$ cat src/rtl/collision_detector.sv
`default_nettype none

`ifndef GAME_INIT
`define GAME_INIT    2'd0
`endif
`ifndef GAME_RUNNING
`define GAME_RUNNING 2'd1
`endif
`ifndef GAME_FAILED
`define GAME_FAILED  2'd2
`endif
`ifndef GameState
`define GameState logic [1:0]
`endif
`ifndef PosX
`define PosX logic [9:0]
`endif
`ifndef PosY
`define PosY logic [9:0]
`endif

// ============================================================================
// Module   : collision_detector
// Purpose  : Counts bird/pillar overlap pixels per frame and, at each frame
//            boundary, declares a sticky pillar / ground / ceiling hit.
// Revision : 1.0 - initial release
// ============================================================================
module collision_detector #(
    parameter int SCREEN_W      = 640,
    parameter int SCREEN_H      = 480,
    parameter int GROUND_Y      = 400,
    parameter int BIRD_HEIGHT   = 20,
    parameter int HIT_THRESHOLD = 4,
    parameter int GRACE_FRAMES  = 30
) (
    input  logic       clk,
    input  logic       rstn,
    input  logic       frame_clk,
    input  `GameState  state,
    input  `PosX       x,
    input  `PosY       y,
    input  logic       bird_valid,
    input  logic       pillar_valid,
    input  `PosY       bird_y,
    output logic       hit,
    output logic       hit_pulse,
    output logic [1:0] hit_kind,
    output logic [9:0] overlap_count
);

    localparam logic [10:0] c_screen_w  = 11'(SCREEN_W);
    localparam logic [10:0] c_screen_h  = 11'(SCREEN_H);
    localparam logic [10:0] c_ground_y  = 11'(GROUND_Y);
    localparam logic [10:0] c_bird_h    = 11'(BIRD_HEIGHT);
    localparam logic [9:0]  c_threshold = 10'(HIT_THRESHOLD);
    localparam logic [8:0]  c_grace     = 9'(GRACE_FRAMES);
    localparam logic        c_no_grace  = (GRACE_FRAMES == 0);

    typedef enum logic [1:0] {
        S_IDLE   = 2'd0,
        S_GRACE  = 2'd1,
        S_DETECT = 2'd2,
        S_HIT    = 2'd3
    } det_state_t;

    det_state_t  r_fsm;
    logic [9:0]  r_x_d, r_y_d, r_x_dd, r_y_dd;
    logic [9:0]  r_cnt;
    logic [7:0]  r_grace_cnt;
    logic        r_fs1, r_fs2, r_fs3;
    logic        r_sv1, r_sv2, r_armed;
    logic        w_frame_tick;
    logic        w_advance;
    logic        w_inc;
    logic [10:0] w_bird_bottom;
    logic [1:0]  w_cause;

    // Synchronise frame_clk; arm the edge detector only once a real low has
    // been sampled, so a reset released while frame_clk is high cannot tick.
    always_ff @(posedge clk or negedge rstn) begin
        if (!rstn) begin
            r_fs1   <= 1'b0;
            r_fs2   <= 1'b0;
            r_fs3   <= 1'b0;
            r_sv1   <= 1'b0;
            r_sv2   <= 1'b0;
            r_armed <= 1'b0;
        end else begin
            r_fs1   <= frame_clk;
            r_fs2   <= r_fs1;
            r_fs3   <= r_fs2;
            r_sv1   <= 1'b1;
            r_sv2   <= r_sv1;
            r_armed <= r_armed | (r_sv2 & ~r_fs2);
        end
    end

    assign w_frame_tick = r_armed & r_fs2 & ~r_fs3;

    // Delay scan position to line up with the registered valid flags.
    always_ff @(posedge clk or negedge rstn) begin
        if (!rstn) begin
            r_x_d  <= '0;
            r_y_d  <= '0;
            r_x_dd <= '0;
            r_y_dd <= '0;
        end else begin
            r_x_d  <= x;
            r_y_d  <= y;
            r_x_dd <= r_x_d;
            r_y_dd <= r_y_d;
        end
    end

    assign w_advance = ({r_x_d, r_y_d} != {r_x_dd, r_y_dd});
    assign w_inc     = w_advance & bird_valid & pillar_valid &
                       ({1'b0, r_x_d} < c_screen_w) & ({1'b0, r_y_d} < c_screen_h);

    // Saturating per-frame overlap counter; the frame tick snapshots and clears it.
    always_ff @(posedge clk or negedge rstn) begin
        if (!rstn) begin
            r_cnt         <= '0;
            overlap_count <= '0;
        end else if (w_frame_tick) begin
            overlap_count <= r_cnt;
            r_cnt         <= '0;
        end else if (w_inc && (r_cnt != 10'h3FF)) begin
            r_cnt <= r_cnt + 10'd1;
        end
    end

    // Hit cause for the frame just finished, highest priority first.
    assign w_bird_bottom = {1'b0, bird_y} + c_bird_h;

    always_comb begin
        w_cause = 2'd0;
        if (r_cnt >= c_threshold)
            w_cause = 2'd1;
        else if (w_bird_bottom > c_ground_y)
            w_cause = 2'd2;
        else if (bird_y == 10'd0)
            w_cause = 2'd3;
    end

    // Detection FSM with registered hit outputs.
    always_ff @(posedge clk or negedge rstn) begin
        if (!rstn) begin
            r_fsm       <= S_IDLE;
            r_grace_cnt <= '0;
            hit         <= 1'b0;
            hit_pulse   <= 1'b0;
            hit_kind    <= 2'd0;
        end else begin
            hit_pulse <= 1'b0;
            if (state == `GAME_INIT) begin
                r_fsm       <= S_IDLE;
                r_grace_cnt <= '0;
                hit         <= 1'b0;
                hit_kind    <= 2'd0;
            end else begin
                case (r_fsm)
                    S_IDLE: begin
                        if (state == `GAME_RUNNING)
                            r_fsm <= S_GRACE;
                    end
                    S_GRACE: begin
                        if (state == `GAME_FAILED) begin
                            r_fsm     <= S_HIT;
                            hit       <= 1'b1;
                            hit_pulse <= 1'b1;
                        end else if (c_no_grace) begin
                            r_fsm <= S_DETECT;
                        end else if (w_frame_tick) begin
                            r_grace_cnt <= r_grace_cnt + 8'd1;
                            if (({1'b0, r_grace_cnt} + 9'd1) == c_grace)
                                r_fsm <= S_DETECT;
                        end
                    end
                    S_DETECT: begin
                        if (w_frame_tick && (w_cause != 2'd0)) begin
                            r_fsm     <= S_HIT;
                            hit       <= 1'b1;
                            hit_pulse <= 1'b1;
                            hit_kind  <= w_cause;
                        end else if (state == `GAME_FAILED) begin
                            r_fsm     <= S_HIT;
                            hit       <= 1'b1;
                            hit_pulse <= 1'b1;
                        end
                    end
                    default: begin
                        r_fsm <= S_HIT;
                    end
                endcase
            end
        end
    end

endmodule

`default_nettype wire

$ cat config.mk
export PLATFORM = sky130hd
export DESIGN_NAME = collision_detector
export DESIGN_NICKNAME = d
export VERILOG_FILES = /design/src/rtl/collision_detector.sv
export SDC_FILE = /design/constraint.sdc
export NUM_CORES = 1
export LEC_CHECK = 0
export BUFFER_PORTS_ARGS = -buffer_cell sky130_fd_sc_hd__buf_2
export CAP_MARGIN = 20
export CORE_ASPECT_RATIO = 0.9
export CORE_MARGIN = 10
export CORE_UTILIZATION = 53
export CTS_BUF_LIST = sky130_fd_sc_hd__clkbuf_4 sky130_fd_sc_hd__clkbuf_8
export DETAILED_ROUTE_END_ITERATION = 16
export PLACE_DENSITY = 0.8
export SYNTH_ARGS = -nofsm -noshare
export SYNTH_HDL_FRONTEND = slang
export SYNTH_SLANG_ARGS = --single-unit
$ cat constraint.sdc
create_clock -name clk -period 2.14 [get_ports clk]
set_clock_uncertainty 0.2 [all_clocks]
set_input_delay 0.107 -clock clk [delete_from_list [all_inputs] [get_ports clk]]
set_output_delay 0.107 -clock clk [all_outputs]
set_load 0.03 [all_outputs]
==> reports/metrics.cfg, run 1 <==
[placed_design]
dp_cells=418
gp_congestion=0.8366
dp_hpwl_um=4597
io_buffers=50
place_ws_ns=0.01086

[route]
ant_nets=0
wl_met2_um=3237
drt-initial-drc-count=136
routed_via_density=5.275
num_vias=2432
top_layer_used=met4
routed_wl_um=6554
drt-pass1-iter-count=4
wl_per_cell_um=14.22
drc=0
m1WireLength_um=2816
met3_length_um=391

[timing]
maxSlewHeadroom=0.6181
min_period_ns=2.053
setup_viol=0
final_hold_viol_count=0
slew_violations=0
worst_pin_slew_ns=0.5728
fmax_mhz=487.0
worst_slack_ns=0.08658
fin_crit_sh=0.9595

[die]
ios=51
dieHeight_um=94.50
core.rowCount=27
start_util=0.5405
coreArea_um2=6047
die_w_um=102.8
die-area_um2=9712

[worst_setup_path]
end_kind=register
startpoint=r_cnt[1]
crit_path_frequent_cell=nand3_1
slowest_delay_ns=0.41
path_class=reg -> reg
cpMaxStageDelayCell=dfrtp_1
crit_required_ns=2.18
critPathMaxFanout=13
endpoint=r_cnt[8]
arrival_ns=2.09
r2r_slack_ns=0.09
crit_chain=ha_1, and4_1, nand3_1, nand3_1, a21oi_1, buf_4, nand4_1, mux2i_1
r2r_end=r_cnt[8]
r2r_cells=8
timing.rr.start=r_cnt[1]
startpoint_type=register

[yosys]
async_reset_ff_frac=1.000
synth_edf_count=0
netlist.area_leader.share=0.6126
syn-mean-instance-area_um2=11.39
synth_area_leaders=dfrtp_1 (61%), xnor2_1 (5.9%), nand2_1 (4.8%), ha_1 (3.1%), o21ai_0 (2.8%)
yosysWarningCount=0
ys_ff_latch=80
syn_nets=332
synth-main-ff-cell=dfrtp_1
syn_inst=287
synth_area_um2=3268
ys_types=44
yosysSeqAreaShare=0.6126
synth_top_area_cell=dfrtp_1

[finish]
diodes=0
final_nets=429
final-seq-area_um2=2002
instances_no_fill=461
syn_to_final_growth_pct=28.87
multi_input_area_um2=1230
fillers=415
drive_gt1_frac=0.2442

[global_routing]
antenna_found_initial=0
grt_pass1_wl_um=11210
grt_max_degree=45
grt_pass1_vias=2501
grt_overflow_total=0
track_usage=0.1476

[power_and_ir_drop]
powerDensity_nw_per_um2=790.0
p_leak_nw=2.030
ir_drop_v=0.0005663

[outcome]
status=finished, final reports clean

[clock_network]
cts_tree=yes
cts.clk_slew.worst_paths_ns=0.08
cts_buffer_depth=2
htreeDepth=3
cts_buffers=9
clk_latency_ns=0.36
clock-root-buffer=clkbuf_8
clock_sinks=80

[job]
drv_cap=0

[worst_hold_path]
hold_path.class=in -> reg

-- area by class of cell --
type / instances / area share
flip-flops and latches: 80 / 0.4753
well taps: 72 / 0.02139
inverters: 6 / 0.005348
multi-input cells: 193 / 0.2920
clock buffers: 9 / 0.02941
repair buffers: 94 / 0.1563
clock inverters: 7 / 0.02020
-- placed cells by master, fill, tap and decap left out, types with 3 or more instances in the layout --
master	netlist	layout
a21oi_1	7	7
a31o_1	3	3
and3_1	3	3
buf_2	2	49
buf_4	0	19
clkbuf_8	0	9
dfrtp_1	80	80
dlygate4sd3_1	0	25
ha_1	8	7
inv_1	6	6
inv_6	0	3
mux2i_1	5	5
nand2_1	42	42
nand2b_1	6	6
nand3_1	14	14
nand4_1	12	12
nor2_1	14	14
nor3_1	3	3
o21ai_0	18	18
o31ai_1	4	4
xnor2_1	22	22
-- flip-flops by register name, indices dropped and copies added (netlist names), 2 cells and up --
register,cells
r_y_dd,10
r_x_dd,10
r_grace_cnt,8
r_cnt,10
r_x_d,10
overlap_count,10
hit_kind,2
r_fsm,2
r_y_d,10
-- repair_timing --
action                                 CTS  global route
hold buffers                            25             0
pin swaps                                1             1
gates resized for setup                  0             4
endpoints found under the hold margin  104             0
setup endpoints to repair                1             2
buffers inserted                         0             2
-- Yosys cell counts (4+ instances only) --
cell,count
dfrtp_1,80
nand2_1,42
xnor2_1,22
o21ai_0,18
nand3_1,14
nor2_1,14
nand4_1,12
ha_1,8
a21oi_1,7
inv_1,6
nand2b_1,6
clkbuf_1,5
mux2i_1,5
o31ai_1,4
-- routing by layer --
layer  GRT usage  vias to the layer above
li1            -                     1186
met1      0.1715                     1176
met2      0.2432                       62
met3     0.05255                        8
met4     0.06250                        0
met5           0                        -
-- logic make-up (layout without fill, tap and decap cells) --
| logic type | Yosys count | in the layout | share of synthesized area |
|---|---|---|---|
| multiplexers | 6 | 6 | 0.01991 |
| other | 1 | 1 | 0.001147 |
| XOR/XNOR | 23 | 23 | 0.06164 |
| AO/OA/AOI/OAI | 44 | 44 | 0.08461 |
| AND/OR/NAND/NOR | 111 | 111 | 0.1727 |
| adder cells (fa/ha/maj) | 8 | 8 | 0.03063 |
| flip-flops | 80 | 80 | 0.6126 |
| buffers and inverters | 14 | 116 | 0.01684 |
-- how the worst min path moves through the flow --
stage | startpoint | endpoint | cells past startpoint
after floorplan | rstn | hit | 0
after global placement | rstn | overlap_count[9] | 1
after detailed placement | rstn | overlap_count[6] | 1
after CTS | bird_y[0] | hit_kind[0] | 6
after global routing | bird_y[0] | hit_kind[0] | 6
final | bird_y[0] | hit_kind[0] | 6
-- per-stage QoR --
stage	utilization	TNS (ns)	power (mW)	hold WS [ns]	area [um2]
6_report	0.6965	0	3.327	0.02879	4212
5_1_grt	0.6965	-0.08140	3.499	0.06028	4212
4_1_cts	0.6909	0	3.360	0.01063	4178
3_5_place_dp	0.6149	0	2.165	-0.1005	3719
3_3_place_gp	0.6149	0	2.141	-0.1001	3719
2_1_floorplan	-	0	1.980	-0.3886	3268
-- report_power, final --
group          switching, mW  internal (mW)  total (mW)  leakage, nW
Combinational          0.280          0.234       0.514        0.926
Clock                  0.581          0.563        1.14        0.107
Sequential            0.0636           1.61        1.67        0.997
-- critical path: cells and delay by family, from the launching register on --
family                   cells  cell delay [ns]
AND/OR/NAND/NOR              4             0.60
flip-flops                   1             0.41
adder cells (fa/ha/maj)      1             0.23
buffers and inverters        1             0.21
multiplexers                 1             0.15
AO/OA/AOI/OAI                1             0.14
Power figures use the tool's default switching activity.
==> run 2: changes to the inputs <==
--- a/config.mk
+++ b/config.mk
@@ -5,6 +5,7 @@
 export SDC_FILE = /design/constraint.sdc
 export NUM_CORES = 1
 export LEC_CHECK = 0
+export ABC_AREA = 1
 export BUFFER_PORTS_ARGS = -buffer_cell sky130_fd_sc_hd__buf_2
 export CAP_MARGIN = 20
 export CORE_ASPECT_RATIO = 0.9
==> reports/metrics.cfg, run 2 <==
[outcome]
status=finished, final reports clean

[yosys]
synth_most_common_cell=dfrtp_1
netlist.area_leader.share=0.5770
synth_top_area_cell=dfrtp_1
syn-mean-instance-area_um2=9.773
syn_inst=355
async_reset_ff_frac=1.000
yosysWarningCount=0
ys_types=31
synthTopCellsByCount=dfrtp_1 (80), nand2_1 (77), inv_1 (31)
ys_ff_latch=80
yosysSeqAreaShare=0.5770
synth_area_um2=3470
synth_area_leaders=dfrtp_1 (58%), nand2_1 (8.3%), xor2_1 (6.1%), inv_1 (3.4%), nor2_1 (3.2%)
synth_edf_count=0
synth-main-ff-cell=dfrtp_1
syn_nets=400

[route]
routed_wl_um=7571
ant_nets=0
num_vias=2694
wl_per_cell_um=14.18
routed_via_density=5.045
drt-initial-drc-count=169
drc=0
drt-pass1-iter-count=4

[finish]
drive_gt1_frac=0.2085
syn_to_final_growth_pct=25.03
final_cell_mix=dfrtp_1 (80), nand2_1 (77), buf_2 (49), inv_1 (31), nor2_1 (30)
final_nets=486
fillers=466
fin_area_um2=4338
layout_commonest_cell=dfrtp_1

[global_routing]
grt_overflow_total=0
grt_max_degree=41
track_usage=0.1529
antenna_found_initial=1
grt_pass1_wl_um=12810
grt_pass1_vias=2725

[clock_network]
hold_buffers=27
cts_buffer_depth=2
htreeDepth=3
clock_sinks=80
post-cts-setup-buffers=0
cts_tree=yes
cts.clk_slew.worst_paths_ns=0.09
clock-root-buffer=clkbuf_8
cts_resized=0
cts_buffers=9
clk_latency_ns=0.36

[placed_design]
dp_hpwl_um=5039
placed_area_um2=3835
io_buffers=50
gp_congestion=0.8660

[job]
drv_cap=0

[die]
die-area_um2=10190
ios=51
core.rowCount=27
coreArea_um2=6250
start_util=0.5552
dieHeight_um=96.76
die_w_um=105.3

[worst_setup_path]
critPathMaxFanout=3
path_class=in -> reg
crit_required_ns=2.20
startpoint_type=input pin
arrival_ns=2.09
end_kind=register

[timing]
holdWs_ns=0.02698
rsz0062_at_grt=no
fin_crit_sh=0.9467
setup_viol=0
slew_violations=0
final_hold_viol_count=0
fmax_mhz=493.6
min_period_ns=2.026
tns_ns=0

[power_and_ir_drop]
ir_drop_v=0.0005225
power_mw=3.462
powerDensity_nw_per_um2=798.1
p_leak_nw=2.136

[worst_hold_path]
hold_path.class=in -> async

-- run 2: path summary, 6_finish.rpt --
check                      cells after the start              to  slack, ns  startpoint
max in group asynchronous                      3       r_x_dd[4]       1.11        rstn
max reg2reg                                    7        r_cnt[6]       0.23    r_cnt[0]
min reg2reg                                    0           r_sv2       0.16       r_sv1
min                                            2  r_grace_cnt[6]       0.03        rstn
max                                           11        r_fsm[0]       0.11   bird_y[8]
min in group clk                               8     hit_kind[1]       0.06   bird_y[0]
-- run 2: per-stage QoR --
stage               cells  setup WS, ns    util
detailed placement    490        0.3167  0.6136
floorplan             355        0.5152       -
finish                534        0.1140  0.6941
global route          534       0.04998  0.6941
global placement      490        0.3980  0.6136
CTS                   533        0.1350  0.6937
-- run 2: area by class of cell --
type | count | area [um2] | area share
Antenna cell | 1 | 2.502 | 0.0005769
Clock buffer | 9 | 123.9 | 0.02855
Clock inverter | 7 | 106.4 | 0.02452
Inverter | 42 | 157.7 | 0.03634
Multi-Input combinational cell | 227 | 1271 | 0.2930
Sequential cell | 80 | 2002 | 0.4615
Tap cell | 87 | 108.9 | 0.02509
Timing Repair Buffer | 81 | 565.5 | 0.1304
-- run 2: cell families after synthesis --
group,after synthesis,share of synthesized area
other,1,0.001081
AO/OA/AOI/OAI,25,0.04219
XOR/XNOR,30,0.07573
buffers and inverters,48,0.05661
AND/OR/NAND/NOR,163,0.2185
adder cells (fa/ha/maj),8,0.02885
flip-flops,80,0.5770
-- run 2: metal layers --
| metal | up-vias | part of all wire | track usage |
|---|---|---|---|
| li1 | 1308 | - | - |
| met1 | 1290 | 0.40 | 0.1691 |
| met2 | 85 | 0.53 | 0.2634 |
| met3 | 11 | 0.056 | 0.05956 |
| met4 | 0 | 0.011 | 0.04717 |
| met5 | - | 0 | 0 |
-- run 2: critical path, stage by stage --
cell           delay [ns]
dlygate4sd3_1        0.53
buf_2                0.12
nor3_1               0.15
dlygate4sd3_1        0.57
nand2_1              0.08
nand3_1              0.13
nand2_1              0.07
nand2_1              0.13
nand3_2              0.09
nand2_1              0.07
nand2_1              0.04
-- run 2: where the power goes --
group / internal [mW] / leakage [nW] / total (mW) / switching (mW)
Clock: 0.682 / 0.117 / 1.28 / 0.603
Combinational: 0.206 / 1.02 / 0.507 / 0.301
Sequential: 1.60 / 1.00 / 1.67 / 0.0665
Total: 2.49 / 2.14 / 3.46 / 0.970
==> run 3: changes to the inputs <==
--- a/config.mk
+++ b/config.mk
@@ -13,6 +13,7 @@
 export CORE_UTILIZATION = 53
 export CTS_BUF_LIST = sky130_fd_sc_hd__clkbuf_4 sky130_fd_sc_hd__clkbuf_8
 export DETAILED_ROUTE_END_ITERATION = 16
+export HOLD_SLACK_MARGIN = 0.15
 export PLACE_DENSITY = 0.8
 export SYNTH_ARGS = -nofsm -noshare
 export SYNTH_HDL_FRONTEND = slang
==> reports/metrics.cfg, run 3 (same netlist as run 2, synthesis figures left out) <==
[outcome]
status=finished, final reports clean

[worst_hold_path]
hold_path.class=in -> reg

[worst_setup_path]
startpoint_type=register
path_class=reg -> reg
crit_required_ns=2.19
critPathMaxFanout=5
end_kind=register
arrival_ns=2.14

[timing]
tns_ns=0
min_period_ns=2.086
worst_slack_ns=0.05402
holdWs_ns=0.1600
slew_violations=0
setup_viol=0
fmax_mhz=479.4
fin_crit_sh=0.9748
final_hold_viol_count=0

[route]
wl_per_cell_um=14.88
routed_via_density=5.059
num_vias=2813
routed_wl_um=8274
drc=0
drt-pass1-iter-count=4
drt-initial-drc-count=176
ant_nets=0

[clock_network]
cts.clk_slew.worst_paths_ns=0.09
cts_tree=yes
clock_sinks=80
clk_latency_ns=0.36
cts_buffers=9
cts_buffer_depth=2
clock-root-buffer=clkbuf_8
htreeDepth=3

[die]
ios=51
die-area_um2=10190
start_util=0.5552
coreArea_um2=6250
dieHeight_um=96.76
core.rowCount=27
die_w_um=105.3

[global_routing]
grt_max_degree=41
grt_pass1_vias=2766
grt_use_met2=0.2720
track_usage=0.1568
globalRouteMet1Util=0.1776
grt.busiest_layer=met2
grt_pass1_wl_um=13110
met3_usage=0.05096
grt_overflow_total=0
antenna_found_initial=1

[placed_design]
gp_congestion=0.8660
dp_hpwl_um=5039
place_ws_ns=0.3167
placed_area_um2=3835
io_buffers=50

[finish]
syn_to_final_growth_pct=31.55
drive_gt1_frac=0.2479
layout_commonest_cell=nand2_1
fin_area_um2=4564
final_cell_mix=nand2_1 (77), dfrtp_1 (75), buf_2 (49), dlygate4sd3_1 (35), inv_1 (31)
final_nets=508

[power_and_ir_drop]
powerDensity_nw_per_um2=767.8
p_leak_nw=2.240
ir_drop_v=0.0005171

[job]
drv_cap=0

[run 3: layout make-up]
type                            instances  area, um2
Tap cell                               87      108.9
Timing Repair Buffer                  103      763.2
Fill cell                             429       1685
Clock inverter                          7      106.4
Clock buffer                            9      123.9
Sequential cell                        80       2008
Inverter                               42      160.2
Antenna cell                            1      2.502
Multi-Input combinational cell        227       1291
[run 3: metrics by stage]
stage,total power [mW],util,instances
final,3.504,0.7303,556
after global routing,3.664,0.7303,556
after CTS,3.494,0.7097,542
after detailed placement,2.168,0.6136,490
after global placement,2.141,0.6136,490
after floorplan,2.000,-,355
[run 3: timing repair]
action,4_1_cts,5_1_grt
resized for setup,0,11
setup buffers,0,13
setup endpoints to repair,0,2
endpoints found under the hold margin,120,0
hold buffers,36,0
[run 3: where the power goes]
group	leakage (nW)	total, mW	switching (mW)	internal (mW)
clock	0.117	1.29	0.610	0.682
combinational	1.13	0.539	0.311	0.227
sequential	0.992	1.67	0.0697	1.60
[run 3: worst max-delay path: stages (launching register included)]
cell,delay (ns)
dfrtp_2,0.46
nor2_2,0.15
nand3_2,0.10
nor2_4,0.13
nand3_2,0.10
nand3_2,0.10
nand2_1,0.07
nand2_1,0.06
dlygate4sd3_1,0.55
nand2_1,0.05
[run 3: layer usage]
layer / vias up / wire (um)
li1: 1353 / -
met1: 1365 / 3285
met2: 82 / 4409
met3: 13 / 471
met4: 0 / 108
met5: - / 0
[run 3: path summary, 6_finish.rpt]
check,startpoint,endpoint,slack [ns],cells after the start
hold / removal,bird_y[7],hit_kind[1],0.16,8
hold reg to reg,r_sv1,r_sv2,0.16,0
max in group asynchronous,rstn,r_x_dd[4],0.90,4
setup reg to reg,r_cnt[9],hit,0.05,9
min in group asynchronous,rstn,r_grace_cnt[6],0.62,4
setup / recovery,r_cnt[9],hit,0.05,9
